[config.mk]
export PLATFORM = sky130hd
export DESIGN_NAME = stdp_sched
export DESIGN_NICKNAME = d
export VERILOG_FILES = /design/src/rtl/stdp_pkg.sv /design/src/rtl/rr_arbiter.sv /design/src/rtl/stdp_sched.sv
export SDC_FILE = /design/constraint.sdc
export NUM_CORES = 1
export LEC_CHECK = 0
export ABC_AREA = 1
export CAP_MARGIN = 10
export CORE_MARGIN = 2
export CORE_UTILIZATION = 47
export CTS_CLUSTER_DIAMETER = 40
export DETAILED_ROUTE_END_ITERATION = 6
export PLACE_DENSITY = 0.68
export SLEW_MARGIN = 20
export SYNTH_ARGS = -nofsm -noshare
export SYNTH_HDL_FRONTEND = slang
export SYNTH_SLANG_ARGS = --single-unit
[constraint.sdc]
create_clock -name clk -period 3.1 [get_ports clk]
set_input_delay 0.465 -clock clk [delete_from_list [all_inputs] [get_ports clk]]
set_output_delay 0.465 -clock clk [all_outputs]
set_load 0.005 [all_outputs]
[src/rtl/stdp_pkg.sv]
`default_nettype none
// ============================================================================
//  Module   : stdp_pkg
//  Purpose  : Shared defaults and FSM encoding for the STDP update scheduler.
//  Revision : 1.0  initial release
// ============================================================================
package stdp_pkg;

    localparam int N_SYN_DEF  = 4;
    localparam int ADDR_W_DEF = 2;
    localparam int W_W_DEF    = 8;
    localparam int WINDOW_DEF = 8;

    typedef enum logic [1:0] {
        ST_IDLE  = 2'd0,
        ST_READ  = 2'd1,
        ST_CALC  = 2'd2,
        ST_WRITE = 2'd3
    } state_e;

endpackage
`default_nettype wire

[src/rtl/rr_arbiter.sv]
`default_nettype none
// ============================================================================
//  Module   : rr_arbiter
//  Purpose  : Round-robin pick among pending synapses, starting after the
//             previous grant.
//  Revision : 1.0  initial release
// ============================================================================
module rr_arbiter
    import stdp_pkg::*;
#(
    parameter int N_SYN  = N_SYN_DEF,
    parameter int ADDR_W = ADDR_W_DEF
) (
    input  logic [N_SYN-1:0]  req,
    input  logic [ADDR_W-1:0] last_grant,
    output logic [ADDR_W-1:0] grant,
    output logic              valid
);

    logic [ADDR_W-1:0] w_idx;

    // Walk offsets from farthest to nearest so the nearest request wins;
    // offset N_SYN wraps onto last_grant itself and ranks lowest.
    always_comb begin
        grant = last_grant;
        valid = 1'b0;
        w_idx = '0;
        for (int off = N_SYN; off >= 1; off--) begin
            w_idx = last_grant + ADDR_W'(off);
            if (req[w_idx]) begin
                grant = w_idx;
                valid = 1'b1;
            end
        end
    end

endmodule
`default_nettype wire

[src/rtl/stdp_sched.sv]
`default_nettype none
// ============================================================================
//  Module   : stdp_sched
//  Purpose  : Tracks pre/post spike ages and serialises LTP/LTD weight
//             read-modify-write updates through a single weight port.
//  Revision : 1.0  initial release
// ============================================================================
module stdp_sched
    import stdp_pkg::*;
#(
    parameter int N_SYN    = N_SYN_DEF,
    parameter int ADDR_W   = ADDR_W_DEF,
    parameter int W_W      = W_W_DEF,
    parameter int LTP_STEP = 1,
    parameter int LTD_STEP = 1,
    parameter int WINDOW   = WINDOW_DEF
) (
    input  logic              clk,
    input  logic              reset,
    input  logic              en,
    input  logic [N_SYN-1:0]  pre_spike,
    input  logic              post_spike,
    input  logic [W_W-1:0]    wt_rdata,
    output logic [ADDR_W-1:0] syn_addr,
    output logic              wt_rd_en,
    output logic              wt_wr_en,
    output logic [W_W-1:0]    wt_wdata,
    output logic              busy
);

    localparam int                      AGE_W    = $clog2(WINDOW + 1);
    localparam logic [AGE_W-1:0]        C_WINDOW = AGE_W'(WINDOW);
    localparam int                      SUM_W    = W_W + 2;
    localparam logic signed [SUM_W-1:0] C_LTP    = SUM_W'(LTP_STEP);
    localparam logic signed [SUM_W-1:0] C_LTD    = SUM_W'(LTD_STEP);
    localparam logic signed [SUM_W-1:0] C_WMAX   = {2'b00, {W_W{1'b1}}};

    state_e                   r_state_q, w_state_d;
    logic [ADDR_W-1:0]        r_sel_q, w_sel_d;
    logic [ADDR_W-1:0]        r_last_q, w_last_d;
    logic [N_SYN-1:0]         r_ltp_q, w_ltp_d;
    logic [N_SYN-1:0]         r_ltd_q, w_ltd_d;
    logic                     r_cap_ltp_q, w_cap_ltp_d;
    logic                     r_cap_ltd_q, w_cap_ltd_d;
    logic [W_W-1:0]           r_wdata_q, w_wdata_d;
    logic [AGE_W-1:0]         r_pre_age_q [N_SYN];
    logic [AGE_W-1:0]         w_pre_age_d [N_SYN];
    logic [AGE_W-1:0]         r_post_age_q, w_post_age_d;

    logic [N_SYN-1:0]         w_ltp_set, w_ltd_set, w_ltp_clr, w_ltd_clr;
    logic [ADDR_W-1:0]        w_grant;
    logic                     w_grant_valid;
    logic signed [SUM_W-1:0]  w_sum;
    logic [W_W-1:0]           w_clamped;

    // Ages and pend set/clear; coincidences are decided on pre-update ages.
    always_comb begin
        w_post_age_d = r_post_age_q;
        if (en) begin
            if (post_spike)
                w_post_age_d = '0;
            else if (r_post_age_q < C_WINDOW)
                w_post_age_d = r_post_age_q + 1'b1;
        end
        for (int i = 0; i < N_SYN; i++) begin
            w_pre_age_d[i] = r_pre_age_q[i];
            if (en) begin
                if (pre_spike[i])
                    w_pre_age_d[i] = '0;
                else if (r_pre_age_q[i] < C_WINDOW)
                    w_pre_age_d[i] = r_pre_age_q[i] + 1'b1;
            end
            w_ltp_set[i] = en && post_spike && !pre_spike[i] && (r_pre_age_q[i] < C_WINDOW);
            w_ltd_set[i] = en && pre_spike[i] && !post_spike && (r_post_age_q < C_WINDOW);
            w_ltp_clr[i] = (r_state_q == ST_WRITE) && (r_sel_q == ADDR_W'(i)) && r_cap_ltp_q;
            w_ltd_clr[i] = (r_state_q == ST_WRITE) && (r_sel_q == ADDR_W'(i)) && r_cap_ltd_q;
        end
        w_ltp_d = (r_ltp_q & ~w_ltp_clr) | w_ltp_set;
        w_ltd_d = (r_ltd_q & ~w_ltd_clr) | w_ltd_set;
    end

    rr_arbiter #(
        .N_SYN  (N_SYN),
        .ADDR_W (ADDR_W)
    ) u_arb (
        .req        (r_ltp_q | r_ltd_q),
        .last_grant (r_last_q),
        .grant      (w_grant),
        .valid      (w_grant_valid)
    );

    always_comb begin
        w_sum = $signed({2'b00, wt_rdata});
        if (r_ltp_q[r_sel_q])
            w_sum = w_sum + C_LTP;
        if (r_ltd_q[r_sel_q])
            w_sum = w_sum - C_LTD;
        if (w_sum[SUM_W-1])
            w_clamped = '0;
        else if (w_sum > C_WMAX)
            w_clamped = '1;
        else
            w_clamped = w_sum[W_W-1:0];
    end

    always_comb begin
        w_state_d   = r_state_q;
        w_sel_d     = r_sel_q;
        w_last_d    = r_last_q;
        w_cap_ltp_d = r_cap_ltp_q;
        w_cap_ltd_d = r_cap_ltd_q;
        w_wdata_d   = r_wdata_q;
        wt_rd_en    = 1'b0;
        wt_wr_en    = 1'b0;
        case (r_state_q)
            ST_IDLE: begin
                if (w_grant_valid) begin
                    w_sel_d   = w_grant;
                    w_state_d = ST_READ;
                end
            end
            ST_READ: begin
                wt_rd_en  = 1'b1;
                w_state_d = ST_CALC;
            end
            ST_CALC: begin
                // Only the bits seen here are retired; later arrivals survive.
                w_cap_ltp_d = r_ltp_q[r_sel_q];
                w_cap_ltd_d = r_ltd_q[r_sel_q];
                w_wdata_d   = w_clamped;
                w_state_d   = ST_WRITE;
            end
            ST_WRITE: begin
                wt_wr_en  = 1'b1;
                w_last_d  = r_sel_q;
                w_state_d = ST_IDLE;
            end
            default: w_state_d = ST_IDLE;
        endcase
    end

    always_ff @(posedge clk) begin
        if (reset) begin
            r_state_q    <= ST_IDLE;
            r_sel_q      <= '0;
            r_last_q     <= ADDR_W'(N_SYN - 1);
            r_ltp_q      <= '0;
            r_ltd_q      <= '0;
            r_cap_ltp_q  <= 1'b0;
            r_cap_ltd_q  <= 1'b0;
            r_wdata_q    <= '0;
            r_post_age_q <= C_WINDOW;
            for (int i = 0; i < N_SYN; i++)
                r_pre_age_q[i] <= C_WINDOW;
        end else begin
            r_state_q    <= w_state_d;
            r_sel_q      <= w_sel_d;
            r_last_q     <= w_last_d;
            r_ltp_q      <= w_ltp_d;
            r_ltd_q      <= w_ltd_d;
            r_cap_ltp_q  <= w_cap_ltp_d;
            r_cap_ltd_q  <= w_cap_ltd_d;
            r_wdata_q    <= w_wdata_d;
            r_post_age_q <= w_post_age_d;
            for (int i = 0; i < N_SYN; i++)
                r_pre_age_q[i] <= w_pre_age_d[i];
        end
    end

    assign syn_addr = r_sel_q;
    assign wt_wdata = r_wdata_q;
    assign busy     = (r_state_q != ST_IDLE) || (|(r_ltp_q | r_ltd_q));

endmodule
`default_nettype wire

# [After elaboration in Yosys (flattened, before gate mapping)]
# Memories as Yosys holds them, arrays and structs flattened.
# Cells that the tools add are included.
[totals] ff_bits=28 ram_bits=16 in_bits=16 n_memories=1
[op_classes] addsub=10 order_cmp=11 n_eq_ne=7 n_mux=48 bitwise_logic=11 n_reduce_logical=46
[mem_list] memory="r_pre_age_q" words=4 width=4 rd=4 rd_ports_with_merged_regs=0 write_ports=4 line="stdp_sched.sv:46" text="logic [AGE_W-1:0] r_pre_age_q [N_SYN];"
[ops] operator="2-to-1 mux 4 bit" count=18
[ops] operator="logical AND 1 bit" count=33
[ops] operator="adder 4 x 1 -> 4 bit, second input constant" count=5
[ops] operator="< comparator 4 bit, second input constant" count=5
[ops] operator="2-to-1 mux 8 bit" count=2
[ops] operator="< comparator 2 x 3 -> 1 bit, second input constant" count=5
[ops] operator="2-to-1 mux 1 bit" count=15
[ops] operator="binary-select mux 1 bit (select 2 bit)" count=6
[ops] operator="bitwise OR 4 bit" count=3
[ops] operator="greater-than comparator 10 x 9 -> 1 bit, second input constant" count=1
[ops] operator="2-to-1 mux 10 bit" count=1
[ops] operator="subtractor 10 x 2 -> 10 bit, second input constant" count=1
[ops] operator="adder 8 x 1 -> 9 bit, second input constant" count=1
[ops] operator="2-to-1 mux 9 bit" count=1
[ops] operator="AND 4 bit" count=2
[ops] operator="equality test 2 bit, second input constant" count=4
[ops] operator="2-to-1 mux 2 bit" count=4
[ops] operator="inverter 4 bit" count=2
[ops] operator="case mux 2 bit (4 select lines)" count=1
[ops] operator="zero test 1 bit" count=5
[ops] operator="adder 2 bit, second input constant" count=2
[ops] operator="equality test 2 x 1 -> 1 bit, second input constant" count=2
[ops] operator="zero test 2 bit" count=2
[ops] operator="bitwise OR 1 bit" count=4
[ops] operator="6 further kinds" count=8

# [Longest topological paths before layout]
[depth] ltp_word=9 mapped_depth=18 depth_no_buf=16

# [Hierarchy]
# From an unflattened synthesis, not the netlist that was laid out.
[hier_totals] cells_unflattened=454 hier_area_um2=3040.4
[by_module_without_submodules] mod="stdp_sched" instances=1 cells_per_inst=407 area_per_inst_um2=2798.9 seq_area_each_um2=880.8
[by_module_without_submodules] mod="rr_arbiter" instances=1 cells_per_inst=47 area_per_inst_um2=241.5 seq_area_each_um2=0.0

# [Worst setup path after synthesis]
# OpenSTA, ideal clock, no wires.
[synth_path] path_kind="reg2reg" start="register r_sel_q[0] (netlist: syn_addr[0])" end="register r_wdata_q[2] (netlist: wt_wdata[2])" setup_ps=135 t_arrival_ps=1898 setup_slack_ps=1067 path_stages_with_launch=17 n_path_buf=2 cell_sequence="dfxtp_1 buf_6 nand2_1 nand2_2 nand2_4 nand2_4 buf_12 nand2_2 nand2_4 ha_1 nand3_1 nor2_4 nand4_1 nand2_2 nand3_1 nand2_1 a21oi_2"
[synth_between] elab_chain_len=8 word_cells_on_any_way=10
[synth_rtl] element="start, declared" line="stdp_sched.sv:39" text="logic [ADDR_W-1:0] r_sel_q, w_sel_d;"
[synth_rtl] element="start signal, assigned" line="stdp_sched.sv:157" text="r_sel_q <= w_sel_d;"
[synth_rtl] element="binary-select mux 1 bit (select 2 bit)" line="stdp_sched.sv:94" text="if (r_ltp_q[r_sel_q])"
[synth_rtl] element="2-to-1 mux 1 bit (implied by the code)" line="stdp_sched.sv:94"
[synth_rtl] element="2-to-1 mux 9 bit" line="stdp_sched.sv:94"
[synth_rtl] element="subtractor 10 x 2 -> 10 bit" line="stdp_sched.sv:97" text="w_sum = w_sum - C_LTD;"
[synth_rtl] element="2-to-1 mux 10 bit (*)" line="stdp_sched.sv:96" text="if (r_ltd_q[r_sel_q])"
[synth_rtl] element="greater-than comparator 10 x 9 -> 1 bit" line="stdp_sched.sv:100" text="else if (w_sum > C_WMAX)"
[synth_rtl] element="2-to-1 mux 8 bit" line="stdp_sched.sv:100"
[synth_rtl] element="2-to-1 mux 8 bit (*)" line="stdp_sched.sv:98" text="if (w_sum[SUM_W-1])"
[synth_rtl] element="end signal, assigned" line="stdp_sched.sv:163" text="r_wdata_q <= w_wdata_d;"
[synth_rtl] element="end, declared" line="stdp_sched.sv:45" text="logic [W_W-1:0] r_wdata_q, w_wdata_d;"
# Every way passes the cells marked *; elsewhere a longest branch is shown, timed or not. The select of a mux whose other input is x is not followed.
# A chain may end at the register's enable or synchronous reset.

# [Final worst setup path]
[layout_path] start="register r_ltp_q[1]" end="output port busy"
[layout_between] elab_chain_len=3
[layout_rtl] element="start, declared" line="stdp_sched.sv:41" text="logic [N_SYN-1:0] r_ltp_q, w_ltp_d;"
[layout_rtl] element="start signal, assigned" line="stdp_sched.sv:159" text="r_ltp_q <= w_ltp_d;"
[layout_rtl] element="bitwise OR 4 bit" line="stdp_sched.sv:172" text="assign busy = (r_state_q != ST_IDLE) || (|(r_ltp_q | r_ltd_q));"
[layout_rtl] element="OR reduction 4 bit" line="stdp_sched.sv:172"
[layout_rtl] element="logical OR 1 bit" line="stdp_sched.sv:172"
[layout_rtl] element="end, declared" line="stdp_sched.sv:28" text="output logic busy"
# Every way passes these cells.

==> key figures <==
Status
  • Status: completed

Synthesis
  • Synth area leader: dfxtp_1
  • Post-Syn Nets: 463
  • Sequential element share of the synthesized area: between 30% and 40%
  • Count of cell types in the netlist: 32
  • Synth top area share: 30.5%
  • Total of warnings raised by yosys: 0
  • Synthesized area: a little under 3000 um2
  • Avg Synthesized Cell Area: 6.64 um2
  • Synth Register Bits: 44
  • Cells after Synth: 435
  • Synth top area cells: dfxtp_1 (31%), nand2_1 (15%), nand3_1 (8.5%)

GRT
  • First-pass GRT wire length: 10.2 mm
  • Tot GR Track Use: about a fifth
  • Gr ovfl total: 0
  • Number of global-route vias before repair: 2,422
  • Antenna violations before repair: 0
  • Largest net degree at the start of global routing: 34

Floorplanning
  • IO Count: 29
  • Initial Utilization: slightly below 50%
  • Die W: about 82 um
  • Die Span Y: 82.4 um
  • DIE AREA: 6790 um2
  • Site Rows: 28
  • Core Footprint: 5920 um2

STA
  • Max Clk Rate: 388 MHz
  • Final count of pins violating max slew: 0
  • Worst hold slack: 0.467 ns
  • Min Clock Period, post-route: 2.58 ns
  • Final TNS setup: 0 ns
  • Final Setup Violations: 0
  • Slew HR: 59.3%
  • Final hold vios: 0
  • Tightest Pin Transition: 0.608 ns
  • Max Clock Skew: 0.00374 ns
  • Period utilization: 83.2%
  • RSZ-0062 raised after global routing: no

Min path
  • Hold Path Class: flip-flop to flip-flop
  • Worst Hold Path EP: r_pre_age_q[2][2]$_SDFFE_PP0P_
  • Hold Crit Start: r_pre_age_q[2][2]$_SDFFE_PP0P_
  • Hold path depth: 2

Critical path
  • Slowest CP cell: clkdlybuf4s50_1
  • Setup slack, reg-to-reg: 0.60 ns
  • Capture point of the worst reg-to-reg path: wt_wdata[3]$_SDFFE_PP0P_
  • CP required: 2.63 ns
  • Worst Setup Start Kind: flip-flop
  • Cell depth of the worst setup path: 7
  • Worst reg2reg path depth: 14
  • Worst-path fanout max: 5
  • Slowest cell delay on critical path: 0.44 ns
  • R2r startpoint: syn_addr[0]$_SDFFE_PP0P_
  • Crit path arrival time: around 2.1 ns
  • Crit path top cell by count: inv_1
  • Critical path's top delay family: simple AND/OR/NAND/NOR gates
  • CP cell instances: nor2_1, inv_1, nor4_1, inv_1, nor2_1, inv_1, clkdlybuf4s50_1
  • Buf+Inv Stages, Crit Path: 4
  • WS Path Type: flip-flop to primary output
  • Crit path capture type: primary output

Finish
  • Layout cells sized above 1: 10.2%
  • Final net count: approximately 490
  • # diodes: 0
  • Area growth syn-to-layout: 15.1%
  • FILL cells: 609

Clock network
  • Setup Fix Bufs, Post-CTS: 0
  • Clock-pin slew on the worst setup and hold paths: 0.09 ns
  • CTS max path bufs: 2
  • Deepest level of the CTS H-tree: 2
  • CTS Buf Count: 5
  • CTS tree: yes
  • CTS Hold Buffers Added: 0
  • Skew-Pair Late Insertion Delay: 0.30 ns
  • Post-CTS Resized: 0
  • Num Clock Sinks: 44
  • Root Driver: clkbuf_8

Pwr
  • Cell Pwr Density: 493 nW/um2
  • Leakage power: 0.00155 uW
  • Peak ir drop on the vdd network: 241 uV

Run
  • Max Cap Viol: 0

Route
  • Vias per cell: 5.06
  • Drt pass-1 iters: 4
  • Final ANT Viol Nets: 0
  • DRC viols: 0
  • Initial DRC Count: 114
  • Average routed wire per standard cell: 11.4 um
  • DR vias: 2,716
  • Total Routed Length: 6.13 mm

Place
  • Post-DP HPWL: 4.68 mm
  • Placer Congestion: 0.828
  • # port buffers: 28
[kinds of logic after synthesis]
group | synth area share (%)
XOR/XNOR | 2.12
AO/OA/AOI/OAI | 14.3
adder cells (fa/ha/maj) | 5.20
buffers and inverters | 10.5
flip-flops | 30.5
AND/OR/NAND/NOR | 37.4
[per-layer routing]
| layer | global-route usage [%] | wire length [um] |
|---|---|---|
| met5 | 0 | 0 |
| met4 | 6.17 | 71 |
| met3 | 4.02 | 163 |
| met2 | 33.1 | 2970 |
| met1 | 23.6 | 2920 |
[cells in the final DEF, fill, tap and decap left out, drive strengths merged]
cell type and count:
nand3 54, bufinv 1, clkinv 2, inv 63, ha 12, a31oi 3
nor3 2, nor4 2, or2 2, buf 1, nand3b 2, clkbuf 5
a21oi 36, nand2 135, o21ai 29, xnor2 4, clkdlybuf4s50 28, a211oi 1
nor2 26, nand4 4, xor2 3, dfxtp 44, o211ai 3
[state kept, by name, summed over array words and instances (netlist names)]
signal / flops
r_pre_age_q: 16
wt_wdata: 8
r_ltd_q: 4
r_ltp_q: 4
r_post_age_q: 4
r_last_q: 2
r_state_q: 2
syn_addr: 2
r_cap_ltd_q: 1
r_cap_ltp_q: 1
[worst max path at each step]
stage	start	to	slack (ns)
final	r_ltp_q[1]$_SDFF_PP0_	busy	0.52
after global routing	r_ltp_q[1]$_SDFF_PP0_	busy	0.33
after CTS	r_ltp_q[1]$_SDFF_PP0_	busy	0.48
after detailed placement	wt_rdata[0]	wt_wdata[0]$_SDFFE_PP0P_	0.46
after global placement	wt_rdata[0]	wt_wdata[0]$_SDFFE_PP0P_	0.51
after floorplan	syn_addr[0]$_SDFFE_PP0P_	wt_wdata[2]$_SDFFE_PP0P_	1.07
[cells in the mapped netlist]
library cell  instances
dfxtp_1              44
a21oi_2               6
nor2_2                2
nand4_1               4
a211oi_1              1
nand2_4               7
inv_2                 1
nand3_1              49
a31oi_4               1
xnor2_1               4
nand2_2              10
clkbuf_1              6
buf_2                 1
or2_2                 2
nand3b_1              2
a21oi_1              30
ha_1                 12
nor2_1               21
nand2_1             118
o21ai_0              29
nor4_1                2
nor2_4                3
a31oi_1               2
xor2_1                3
nand3_2               5
buf_12                1
inv_6                 1
nor3_1                2
inv_1                61
buf_1                 1
o211ai_1              3
buf_6                 1
[where the power goes]
| part | total [uW] | switching (uW) | leakage, uW | internal, uW |
|---|---|---|---|---|
| logic | 497 | 280 | 0.00113 | 217 |
| registers | 683 | 54.8 | 0.000358 | 628 |
| clock network | 458 | 215 | 0.0000583 | 243 |
[worst register-to-register path: stages (launching register included)]
cell     delay [ns]
dfxtp_1        0.57
nand2_1        0.13
nand2_2        0.11
nand2_4        0.08
nand2_4        0.18
nand2_1        0.07
nand2_1        0.19
ha_1           0.24
nand3_1        0.13
nor2_4         0.15
nand4_1        0.16
nand2_2        0.16
nand3_1        0.08
nand2_1        0.07
a21oi_2        0.05
[per-stage QoR]
stage          setup slack (ns)  total power, uW  cell area (um2)  cells  util (%)
2_1_floorplan              1.07             1020             2890    435         -
3_3_place_gp              0.510             1180             3210    529      54.2
3_5_place_dp              0.457             1190             3210    529      54.2
4_1_cts                   0.477             1660             3320    537      56.1
5_1_grt                   0.326             1740             3320    537      56.1
6_report                  0.520             1640             3320    537      56.1
[layout make-up]
type / count / area [um2] / area share, %
clock inverters: 3 / 47.5 / 1.43
flip-flops and latches: 44 / 881 / 26.5
repair buffers: 29 / 288 / 8.66
inverters: 63 / 241 / 7.27
clock buffers: 5 / 68.8 / 2.07
well taps: 75 / 93.8 / 2.82
multi-input cells: 318 / 1700 / 51.2
Power figures use the tool's default switching activity.
